===== config.mk =====
export PLATFORM = sky130hd
export DESIGN_NAME = rr_lock_arbiter
export DESIGN_NICKNAME = d
export VERILOG_FILES = /design/src/rtl/router_pkg.sv /design/src/rtl/rr_pick.sv /design/src/rtl/rr_lock_arbiter.sv
export SDC_FILE = /design/constraint.sdc
export NUM_CORES = 1
export LEC_CHECK = 0
export BUFFER_PORTS_ARGS = -buffer_cell sky130_fd_sc_hd__buf_2
export CORE_MARGIN = 2
export CORE_UTILIZATION = 49
export DETAILED_ROUTE_END_ITERATION = 6
export GPL_TIMING_DRIVEN = 0
export HOLD_SLACK_MARGIN = 0.05
export PLACE_DENSITY = 0.87
export SYNTH_ARGS = -nofsm -noshare
export SYNTH_HDL_FRONTEND = slang
export SYNTH_SLANG_ARGS = --single-unit

===== constraint.sdc =====
create_clock -name clk -period 2.75 [get_ports clk]
set_input_delay 0.4125 -clock clk [delete_from_list [all_inputs] [get_ports clk]]
set_output_delay 0.4125 -clock clk [all_outputs]
set_load 0.02 [all_outputs]

===== src/rtl/router_pkg.sv =====
// Shared router types and constants for the output-port arbiters.
package router_pkg;

    // Arbitration policy: fixed priority (lowest index wins) or round-robin.
    typedef enum logic {
        ARB_FIXED = 1'b0,
        ARB_RR    = 1'b1
    } arb_mode_e;

    // Arbiter control state: no owner, or a packet currently owns the output.
    typedef enum logic {
        ARB_IDLE = 1'b0,
        ARB_HOLD = 1'b1
    } arb_state_e;

    // Radix of the router; default width of every output-port arbiter.
    localparam int ROUTER_PORTS = 16;

endpackage : router_pkg


===== src/rtl/rr_pick.sv =====
// Rotating priority pick: returns the first set bit of vec at or above base,
// wrapping modulo N. Purely combinational.
module rr_pick
    import router_pkg::*;
#(
    parameter  int N  = ROUTER_PORTS,
    localparam int IW = $clog2(N)
) (
    input  logic [N-1:0]  vec,
    input  logic [IW-1:0] base,
    output logic [N-1:0]  onehot,
    output logic [IW-1:0] idx
);

    logic [N-1:0]   upper_mask;
    logic [2*N-1:0] dbl_vec;
    logic           found;

    // Double-width masked priority encoder: the low copy only holds bits at or
    // above base, the high copy supplies the wrapped-around bits below base.
    always_comb begin
        // NOTE: every output of a combinational block gets a default first so
        // no path leaves it unassigned, which would infer a latch.
        upper_mask = '0;
        found      = 1'b0;
        idx        = '0;
        onehot     = '0;
        // NOTE: blocking assignments here so the found flag updated in one loop
        // iteration is seen by the next one in the same evaluation.
        for (int i = 0; i < N; i++) begin
            upper_mask[i] = (IW'(i) >= base);
        end
        dbl_vec = {vec, vec & upper_mask};
        for (int j = 0; j < 2 * N; j++) begin
            if (!found && dbl_vec[j]) begin
                found = 1'b1;
                idx   = IW'(j % N);
            end
        end
        if (found) begin
            onehot[idx] = 1'b1;
        end
    end

endmodule : rr_pick


===== src/rtl/rr_lock_arbiter.sv =====
// Per-output-port packet arbiter: picks one requester (round-robin or fixed
// priority), locks the grant until release, request drop or hold timeout, and
// re-arbitrates on the same edge so back-to-back packets see no idle cycle.
module rr_lock_arbiter
    import router_pkg::*;
#(
    parameter  int        N        = ROUTER_PORTS,
    parameter  arb_mode_e MODE     = ARB_RR,
    parameter  int        MAX_HOLD = 0,
    localparam int        IW       = $clog2(N)
) (
    input  logic          clk,
    input  logic          reset,
    input  logic [N-1:0]  req,
    input  logic          release_i,
    output logic [N-1:0]  grant,
    output logic [IW-1:0] grant_idx,
    output logic          busy,
    output logic          timeout_o
);

    // Hold counter sized to reach MAX_HOLD-1; one bit when the timeout is off.
    localparam int            HW         = (MAX_HOLD > 0) ? $clog2(MAX_HOLD + 1) : 1;
    localparam bit            TIMEOUT_EN = (MAX_HOLD > 0);
    localparam logic [HW-1:0] HOLD_LAST  = HW'((MAX_HOLD > 0) ? (MAX_HOLD - 1) : 0);
    localparam logic [HW-1:0] HOLD_SAT   = '1;
    localparam logic [IW-1:0] LAST_PORT  = IW'(N - 1);

    arb_state_e    state_q, state_d;
    logic [N-1:0]  grant_q, grant_d;
    logic [IW-1:0] grant_idx_q, grant_idx_d;
    logic [IW-1:0] ptr_q, ptr_d;
    logic [HW-1:0] hold_cnt_q, hold_cnt_d;
    logic          timeout_q, timeout_d;

    logic          rel_explicit;
    logic          rel_drop;
    logic          rel_timeout;
    logic          rearb;
    logic [N-1:0]  cand;
    logic [IW-1:0] pick_base;
    logic [N-1:0]  pick_onehot;
    logic [IW-1:0] pick_idx;

    // Decode release events for the current owner and form the candidate set.
    always_comb begin
        rel_explicit = 1'b0;
        rel_drop     = 1'b0;
        rel_timeout  = 1'b0;
        rearb        = 1'b0;
        cand         = req;
        pick_base    = (MODE == ARB_RR) ? ptr_q : '0;
        if (state_q == ARB_IDLE) begin
            rearb = 1'b1;
        end else begin
            rel_explicit = release_i;
            rel_drop     = ~req[grant_idx_q];
            rel_timeout  = TIMEOUT_EN && (hold_cnt_q == HOLD_LAST)
                           && !rel_explicit && !rel_drop;
            rearb        = rel_explicit || rel_drop || rel_timeout;
            // A timed-out owner is barred from winning the very next slot.
            if (rel_timeout) begin
                cand = req & ~grant_q;
            end
        end
    end

    // One shared picker serves both first arbitration and back-to-back hand-off.
    rr_pick #(
        .N (N)
    ) u_pick (
        .vec    (cand),
        .base   (pick_base),
        .onehot (pick_onehot),
        .idx    (pick_idx)
    );

    // Next-state: grant hand-off, pointer advance and hold counting.
    always_comb begin
        state_d     = state_q;
        grant_d     = grant_q;
        grant_idx_d = grant_idx_q;
        ptr_d       = ptr_q;
        hold_cnt_d  = hold_cnt_q;
        timeout_d   = 1'b0;
        if (rearb) begin
            timeout_d = rel_timeout;
            if (|cand) begin
                state_d     = ARB_HOLD;
                grant_d     = pick_onehot;
                grant_idx_d = pick_idx;
                hold_cnt_d  = '0;
                if (MODE == ARB_RR) begin
                    ptr_d = (pick_idx == LAST_PORT) ? '0 : pick_idx + IW'(1);
                end
            end else begin
                state_d     = ARB_IDLE;
                grant_d     = '0;
                grant_idx_d = '0;
            end
        end else if (hold_cnt_q != HOLD_SAT) begin
            hold_cnt_d = hold_cnt_q + HW'(1);
        end
    end

    // State registers; reset drops the grant immediately, without a clock edge.
    always_ff @(posedge clk or posedge reset) begin
        if (reset) begin
            state_q     <= ARB_IDLE;
            grant_q     <= '0;
            grant_idx_q <= '0;
            ptr_q       <= '0;
            hold_cnt_q  <= '0;
            timeout_q   <= 1'b0;
        end else begin
            // NOTE: non-blocking assignments so every register samples the
            // pre-edge values regardless of statement order.
            state_q     <= state_d;
            grant_q     <= grant_d;
            grant_idx_q <= grant_idx_d;
            ptr_q       <= ptr_d;
            hold_cnt_q  <= hold_cnt_d;
            timeout_q   <= timeout_d;
        end
    end

    assign grant     = grant_q;
    assign grant_idx = grant_idx_q;
    assign busy      = |grant_q;
    assign timeout_o = timeout_q;

endmodule : rr_lock_arbiter


==> metrics.txt, run 1 <==
ys async rst share 1.00; DP Area 2260 um^2; final wirelength 6.91 mm; Synth Flop Type dfrtp_1; clk sinks 25; PwrDens 1160 nW/um^2; total CTS buffers 3; pin count of the biggest net entering global routing 26; first-pass GRT wire length 9.34 mm; boundary pin count 41; failing checks negative setup slack; I/O Buffers 39; Synth Net Count 236; DRT antenna net count 0; combinational share of power 0.737; Slew HR 0.394; setup violators final 12; RSZ-0062 raised after global routing true; final clock skew 0.00617 ns; Syn Inst Count 215; worst min path class in -> async; number of synthesized flops with an enable pin 0; minimum setup slack after placement -0.475 ns; VDD IR-drop max 0.000764 V; switching share of power 0.479; count of pins over their slew limit 0; vias in the first global route 1919; GRT Overall Usage 0.270; part of the power in registers 0.196; commonest cells in the netlist dfrtp_1 (25), nand2_1 (20), nor2_1 (16); die height 67.9 um; CP startpoint kind register; DR vias 2283; Setup WS post-layout -0.0933 ns; die width 67.9 um; Synth area leader dfrtp_1; CP max FO 6; Row Count 23; Synth top area share 0.312; Die ar. 4620 um^2; clk root buf clkbuf_8; status complete, but fails checks; layout cells sized above 1 0.502; fin nets 311; top post-synthesis cells by area dfrtp_1 (31%), nand2_1 (3.7%), mux4_2 (3.4%), nor2_1 (3.0%), a2111oi_4 (2.7%); fin crit share 1.03; ANT cells 0; Hold Fails Final Rpt 0; sequential cell area fraction in the yosys report 0.312; CP Data Arrival Time 3.00 ns; Initial Util 0.504; htree depth 1; Placer Congestion 0.933; worst skew pair latency 0.27 ns; syn avg cell area 9.32 um^2; routed len/inst 20.4 um; max-cap violations 0; clock tree buffer depth 2; Leakage 1.24 nW; Worst Tran Pin Value 0.909 ns; max frequency 0.352 GHz; internal power 1.68 mW; Tmin final 2.84 ns; Yosys warnings 0; crit end category register; Clk pwr share 0.067; Netlist cell types 66; Yosys reg bits 25; CTS clk-pin slew, worst paths 0.08 ns; Finished Cell Area 2790 um^2; antenna violations before repair 0; routed vias/inst 6.73; Post-Syn Area 2000 um^2; drt pass-1 iters 5; grt ovf 0; CTS tree done; Final HPWL DP 4.30 mm; CTS Hold Buffers Added 0; NetSw 1.55 mW; Crit Path Category reg -> reg; Worst Path Required 2.91 ns; drt drc 0; core area 3970 um^2; Area Overhead vs Synth 39.2%; starting DRC count in detailed routing 254; most common cell in the synthesized netlist dfrtp_1
## critical path, cell delays in order, from the launching register on
cell and delay (ns):
dfrtp_1 0.36, buf_6 0.13, nand4_1 0.20, a2111oi_4 0.46, buf_4 0.19, a41oi_2 0.13, o41a_1 0.48, o211ai_4 0.13
inv_2 0.09, ha_4 0.17, nand2_4 0.06, nor2_4 0.06, a32o_1 0.27
## per-stage QoR
stage	total power, mW	TNS [ns]	hold slack [ns]	utilization	cells
after floorplan	1.80	0	0.440	-	215
after global placement	2.19	-5.94	0.483	0.569	304
after detailed placement	2.24	-6.08	0.505	0.569	304
after CTS	2.70	0	0.350	0.629	320
after global routing	3.37	-1.91	0.396	0.702	339
final	3.23	-0.441	0.322	0.702	339
## worst paths after layout
path | from | depth (start not counted) | to | slack [ns]
worst max-delay path | pick_base[3] | 12 | grant[12] | -0.09
worst min-delay path | reset | 2 | grant[4] | 0.32
worst max register to register | pick_base[3] | 12 | grant[12] | -0.09
worst min register to register | grant[15] | 2 | grant[15] | 0.52
max in group asynchronous | reset | 2 | pick_base[1] | 1.81
min in group clk | grant[15] | 2 | grant[15] | 0.52
## placed cells by master (no fill, tap or decap), types with 6 or more instances in the layout
cell,n
nor4_1,8
buf_4,32
inv_1,7
nand2_1,18
nor2_1,13
o21ai_0,6
nand3_1,6
dfrtp_1,22
buf_2,37
a22o_1,6
buf_6,9
## registers in the layout, indices dropped and copies added, names as in the netlist
signal	flops
grant	16
grant_idx	4
pick_base	4
state_q	1
## power groups by stage
stage                     combinational (mW)  sequential (mW)  clock [mW]
after floorplan                         1.12            0.682           0
after global placement                  1.58            0.613           0
after detailed placement                1.62            0.619           0
after CTS                               1.87            0.617       0.215
after global routing                    2.50            0.643       0.233
final                                   2.38            0.634       0.215
## area by class of cell
type,instances,area (um^2)
inverters,9,33.8
plain buffers,10,82.6
multi-input cells,170,1460
fillers,291,1180
clock buffers,3,41.3
flip-flops and latches,25,629
clock inverters,1,5.00
well taps,50,62.6
repair buffers,71,472
## cells by family (layout without fill, tap and decap cells)
family / Yosys count / after routing / synth area share
AOI/OAI and AO/OA: 61 / 61 / 0.260
adders and majority gates: 2 / 2 / 0.0125
buffers and inverters: 20 / 94 / 0.0500
DFF: 25 / 25 / 0.312
muxes: 10 / 10 / 0.0793
other: 1 / 1 / 0.00187
and+or+nand+nor: 96 / 96 / 0.284
## per-layer routing
layer  up-vias  GRT usage  wire, um
li1        992          -         -
met1      1098      0.378      2760
met2       158      0.416      3270
met3        35     0.0477       573
met4         0      0.100       308
met5         -          0         0
## timing repair
item / 4_1_cts / 5_1_grt
pin swaps: 13 / 27
endpoints found under the setup margin: 19 / 19
setup buffers: 12 / 19
resized for setup: 30 / 34
gates cloned: 0 / 1
No activity file was read; power rests on OpenSTA's default activity.
==> inputs of run 2 (changes only) <==
--- a/config.mk
+++ b/config.mk
@@ -5,11 +5,11 @@
 export SDC_FILE = /design/constraint.sdc
 export NUM_CORES = 1
 export LEC_CHECK = 0
+export ABC_CLOCK_PERIOD_IN_PS = 2750
 export BUFFER_PORTS_ARGS = -buffer_cell sky130_fd_sc_hd__buf_2
 export CORE_MARGIN = 2
 export CORE_UTILIZATION = 49
 export DETAILED_ROUTE_END_ITERATION = 6
-export GPL_TIMING_DRIVEN = 0
 export HOLD_SLACK_MARGIN = 0.05
 export PLACE_DENSITY = 0.87
 export SYNTH_ARGS = -nofsm -noshare
==> metrics.txt, run 2 (synthesis results as in run 1) <==
fill count 287 (-1.4%); CP startpoint pick_base[0]; Setup WS post-layout -0.0953 ns (-0.00200 ns); Reg2Reg Depth 13 (+1); leading cell type in the layout, fill and taps excluded buf_4; final clock skew 0.00227 ns (-0.00390 ns); Worst Path Required 2.91 ns (about the same); I/O Buffers 39 (unchanged); Multi-input gate area 1390 um^2 (-5.2%); status complete, but fails checks; routed len/inst 19.5 um (-4.1%); core area 3970 um^2 (unchanged); failing checks negative setup slack; most frequent CP cell buf_4; VDD IR-drop max 0.000555 V (-27%); Row Count 23 (unchanged); first-pass GRT wire length 9.99 mm (+7.0%); drt pass-1 iters 7 (+2); worst min path class in -> async; Crit Path Category reg -> reg; crit end category register; layout cells sized above 1 0.505 (+0.00306); total CTS buffers 3 (unchanged); pin count of the biggest net entering global routing 26 (unchanged); part of the power in registers 0.209 (+0.013); crit path to grant[12]; Final HPWL DP 5.04 mm (+17%); routed vias/inst 6.42 (-4.7%); Placer Congestion 0.927 (-0.63%); RSZ-0062 raised after global routing true; Finished Cell Area 2840 um^2 (+1.9%); GRT Overall Usage 0.293 (+0.0229); switching share of power 0.478 (-0.00116); CP startpoint kind register; count of pins over their slew limit 0 (unchanged); combinational share of power 0.721 (-0.016); CP max stage delay 0.58 ns (+0.10 ns); htree depth 1 (unchanged); Clk pwr share 0.069 (+0.002); clk root buf clkbuf_8; starting DRC count in detailed routing 232 (-8.7%); Hold Fails Final Rpt 0 (unchanged); Tmin final 2.85 ns (+0.00200 ns); PwrDens 1060 nW/um^2 (-8.1%); drt drc 0 (unchanged); setup violators final 10 (-2); CTS tree done; non-filler cells, final 363 (+7.1%); final wirelength 7.09 mm (+2.6%); CTS Hold Buffers Added 0 (unchanged); critical path's slowest cell or4_1; worst r2r src pick_base[0]; r2r endpoint grant[12]; Worst Tran Pin Value 0.913 ns (+0.00424 ns); CP Buf/Inv Count 4 (+1); Area Overhead vs Synth 41.9%; NetSw 1.45 mW (-6.6%); dpl cells 346 (+14%); ANT cells 0 (unchanged); max-cap violations 0 (unchanged); DRT antenna net count 0 (unchanged); die height 67.9 um (unchanged); Worst R2R Setup Slack -0.1 ns (about the same); fin nets 335 (+7.7%); CP delay by family, top simple AND/OR/NAND/NOR gates; worst skew pair latency 0.27 ns (about the same); boundary pin count 41 (unchanged); worst-path cell chain buf_6, buf_4, buf_4, nand3_1, a21oi_1, nor2_1, or4_1, o211ai_2, inv_1, ha_2, nand2_2, nor2_4, a32o_1; Power, Total 3.02 mW (-6.4%); max FFs per register 16 (unchanged); hold slack 0.337 ns (+0.0150 ns); Leakage 1.32 nW (+6.3%); Slew HR 0.391 (-0.00283); Storage cell area 628 um^2 (-0.20%); max frequency 0.351 GHz (about the same); CP Data Arrival Time 3.00 ns (about the same); Crit. path cell count 13 (+1); Die ar. 4620 um^2 (unchanged); clock tree buffer depth 2 (unchanged); DR vias 2329 (+2.0%); Initial Util 0.504 (unchanged); DP Area 2590 um^2 (+15%); grt ovf 0 (unchanged); CP max FO 6 (unchanged); die width 67.9 um (unchanged); CTS clk-pin slew, worst paths 0.08 ns (about the same); commonest cells after routing, fill and taps aside buf_4 (64), buf_2 (39), dfrtp_1 (23); internal power 1.58 mW (-6.2%); vias in the first global route 2022 (+5.4%); clk sinks 25 (unchanged); antenna violations before repair 0 (unchanged); fin crit share 1.03 (about the same)
## run 2: cell types whose count changed in the layout (fill, tap and decap cells not counted), moves of 2 or more
cell and change:
ha_4 -2, ha_2 +2, buf_4 +32, buf_6 -8, nor3_2 -2, nor3_1 +2
nor3b_4 -2, buf_2 +2
## run 2: worst min path at each step
stage	endpoint	slack, ns	depth (start not counted)
after floorplan	grant[0]	0.44	1
after global placement	grant[14]	0.49	2
after detailed placement	grant[14]	0.50	2
after CTS	grant_idx[3]	0.36	2
after global routing	pick_base[3]	0.41	2
final	grant[7]	0.34	2
## run 2: routing by layer
layer,vias to the layer above,part of all wire,GRT usage
met5,-,0,0
met1,1110,0.41,0.417
li1,1036,-,-
met4,0,0.027,0.0550
met3,29,0.094,0.0477
met2,154,0.46,0.472
## run 2: area by class of cell
| class | instances | area share |
|---|---|---|
| timing repair buffer | 104 | 0.242 |
| inverter | 9 | 0.0119 |
| multi-input combinational | 171 | 0.488 |
| tap | 50 | 0.0220 |
| clock buffer | 4 | 0.0158 |
| sequential | 25 | 0.221 |
## run 2: worst reg2reg max path, cell delays in order, from the launching register on
cell and delay [ns]:
dfrtp_2 0.42, buf_6 0.13, buf_4 0.11, buf_4 0.10, nand3_1 0.11, a21oi_1 0.30
nor2_1 0.21, or4_1 0.58, o211ai_2 0.13, inv_1 0.11, ha_2 0.19, nand2_2 0.08
nor2_4 0.05, a32o_1 0.23
## run 2: power by group through the flow
stage	registers (mW)	clock network [mW]	logic, mW
4_1_cts	0.624	0.211	1.89
5_1_grt	0.637	0.229	2.31
3_3_place_gp	0.642	0	1.75
2_1_floorplan	0.682	0	1.12
6_report	0.633	0.210	2.18
3_5_place_dp	0.639	0	1.81
## run 2: what timing repair did
| action | 4_1_cts | 5_1_grt |
|---|---|---|
| setup endpoints to repair | 19 | 19 |
| cloned | 0 | 1 |
| buffers inserted | 4 | 8 |
| pin swaps | 2 | 12 |
| resized for setup | 3 | 27 |
## run 2: metrics by stage
step	TNS, ns	util	setup slack [ns]
3_5_place_dp	-3.32	0.653	-0.260
3_3_place_gp	-2.27	0.653	-0.202
6_report	-0.607	0.716	-0.0953
4_1_cts	0	0.673	0.00600
5_1_grt	-2.93	0.716	-0.228
2_1_floorplan	0	-	0.0189
==> inputs of run 3 (changes only) <==
==> constraint.sdc (replaced) <==
create_clock -name clk -period 2.75 [get_ports clk]
set_input_delay 0.4125 -clock clk [delete_from_list [all_inputs] [get_ports clk]]
set_output_delay 0.4125 -clock clk [all_outputs]
set_load 0.1 [all_outputs]
==> metrics.txt, run 3 (synthesis results as in run 1) <==
vias in the first global route 2160 (+6.8%); Initial Util 0.504 (unchanged); htree depth 1 (unchanged); grt ovf 0 (unchanged); dpl cells 350 (+1.2%); die height 67.9 um (unchanged); GRT Overall Usage 0.303 (+0.0104); setup violators final 0 (-10); Tmin final 2.75 ns (-0.0988 ns); Worst R2R Setup Slack 0.01 ns (+0.11 ns); I/O Buffers 39 (unchanged); DR vias 2232 (-4.2%); clk root buf clkbuf_8; Clk pwr share 0.063 (-0.006); clock tree buffer depth 2 (unchanged); total CTS buffers 3 (unchanged); max-cap violations 0 (unchanged); part of the power in registers 0.178 (-0.031); max frequency 0.364 GHz (+3.6%); drt pass-1 iters 5 (-2); DRT antenna net count 0 (unchanged); routed len/inst 18.5 um (-5.3%); ANT cells 0 (unchanged); pin count of the biggest net entering global routing 26 (unchanged); commonest cells after routing, fill and taps aside buf_4 (63), buf_2 (39), nand2_1 (20), dfrtp_1 (20), nor2_1 (13); CTS tree done; Crit Path Category in -> reg; Worst Path Required 2.92 ns (about the same); Worst Tran Pin Value 0.947 ns (+0.0336 ns); routed vias/inst 6.18 (-3.6%); CP max FO 6 (unchanged); Final HPWL DP 5.15 mm (+2.1%); VDD IR-drop max 0.000952 V (+72%); antenna violations before repair 0 (unchanged); core area 3970 um^2 (unchanged); Leakage 1.30 nW (-1.5%); crit end category register; CTS clk-pin slew, worst paths 0.09 ns (about the same); fin crit share 0.999 (-0.0359); non-filler cells, final 361 (-0.55%); RSZ-0062 raised after global routing true; Die ar. 4620 um^2 (unchanged); final wirelength 6.68 mm (-5.8%); CTS Hold Buffers Added 0 (unchanged); NetSw 2.02 mW (+40%); combinational share of power 0.759 (+0.038); Storage cell area 632 um^2 (+0.60%); clk sinks 25 (unchanged); boundary pin count 41 (unchanged); worst skew pair latency 0.28 ns (about the same); CP Data Arrival Time 2.91 ns (-0.09 ns); layout cells sized above 1 0.495 (-0.00962); Final Util 0.704 (-0.0120); drt drc 0 (unchanged); Multi-input gate area 1330 um^2 (-3.9%); status finished clean; Slew HR 0.368 (-0.0224); fin nets 333 (-0.60%); hold slack 0.339 ns (+0.00164 ns); first-pass GRT wire length 10.3 mm (+3.2%); worst min path class in -> async; starting DRC count in detailed routing 221 (-4.7%); leading cell type in the layout, fill and taps excluded buf_4; Area Overhead vs Synth 39.5%; Row Count 23 (unchanged); switching share of power 0.567 (+0.0886); CP startpoint kind input pin; internal power 1.54 mW (-2.2%); Hold Fails Final Rpt 0 (unchanged); PwrDens 1270 nW/um^2 (+20%); count of pins over their slew limit 0 (unchanged); max FFs per register 16 (unchanged); final clock skew 0.00626 ns (+0.00399 ns); fill count 315 (+9.8%); Placer Congestion 0.893 (-3.6%); die width 67.9 um (unchanged)
[run 3: per-layer routing]
metal,vias to the layer above,global-route usage,share of wire,wire length [um]
met2,121,0.496,0.48,3220
met5,-,0,0,0
li1,1028,-,-,-
met4,0,0.115,0.022,144
met3,20,0.0493,0.084,562
met1,1063,0.401,0.41,2750
[run 3: worst max-delay path: stages]
cell and delay, ns:
buf_2 0.13, or4_4 0.55, a2111oi_4 0.27, buf_4 0.19, a41oi_1 0.14, o41a_1 0.35, o211ai_2 0.14, inv_1 0.11
ha_1 0.19, nand2_1 0.07, nor2_2 0.06, a32o_1 0.30
[run 3: cell type report]
cell class              instances  share of cell area
well taps                      50              0.0224
multi-input cells             170               0.477
flip-flops and latches         25               0.226
repair buffers                103               0.246
inverters                       9              0.0121
clock buffers                   3              0.0148
clock inverters                 1             0.00179
[run 3: power groups by stage]
stage          Clock, mW  Combinational (mW)  Sequential, mW
3_3_place_gp           0                2.44           0.625
3_5_place_dp           0                2.50           0.630
6_report           0.225                2.70           0.634
2_1_floorplan          0                1.25            1.16
4_1_cts            0.228                2.55           0.626
5_1_grt            0.240                2.84           0.646
[run 3: path summary, 6_finish.rpt]
path,end,from,cells past startpoint
worst max-delay path,grant[12],req[0],12
worst min-delay path,grant_idx[1],reset,2
worst max register to register,grant[12],pick_base[1],12
worst min register to register,grant[15],grant[15],2
max in group asynchronous,pick_base[3],reset,2
min in group clk,grant[15],grant[15],2
[run 3: repair_timing]
action / 4_1_cts / 5_1_grt
setup buffers: 1 / 6
endpoints found under the hold margin: 0 / 0
setup endpoints to repair: 9 / 17
pin swaps: 3 / 4
resized for setup: 7 / 11
[run 3: stage by stage]
step | instance area (um^2) | setup TNS, ns | setup WS [ns] | total power, mW
after floorplan | 2010 | 0 | 0.0169 | 2.41
after global placement | 2640 | -2.58 | -0.222 | 3.07
after detailed placement | 2640 | -3.93 | -0.329 | 3.13
after CTS | 2720 | 0 | 0.00388 | 3.41
after global routing | 2800 | -0.323 | -0.0874 | 3.73
final | 2800 | 0 | 0.00349 | 3.56
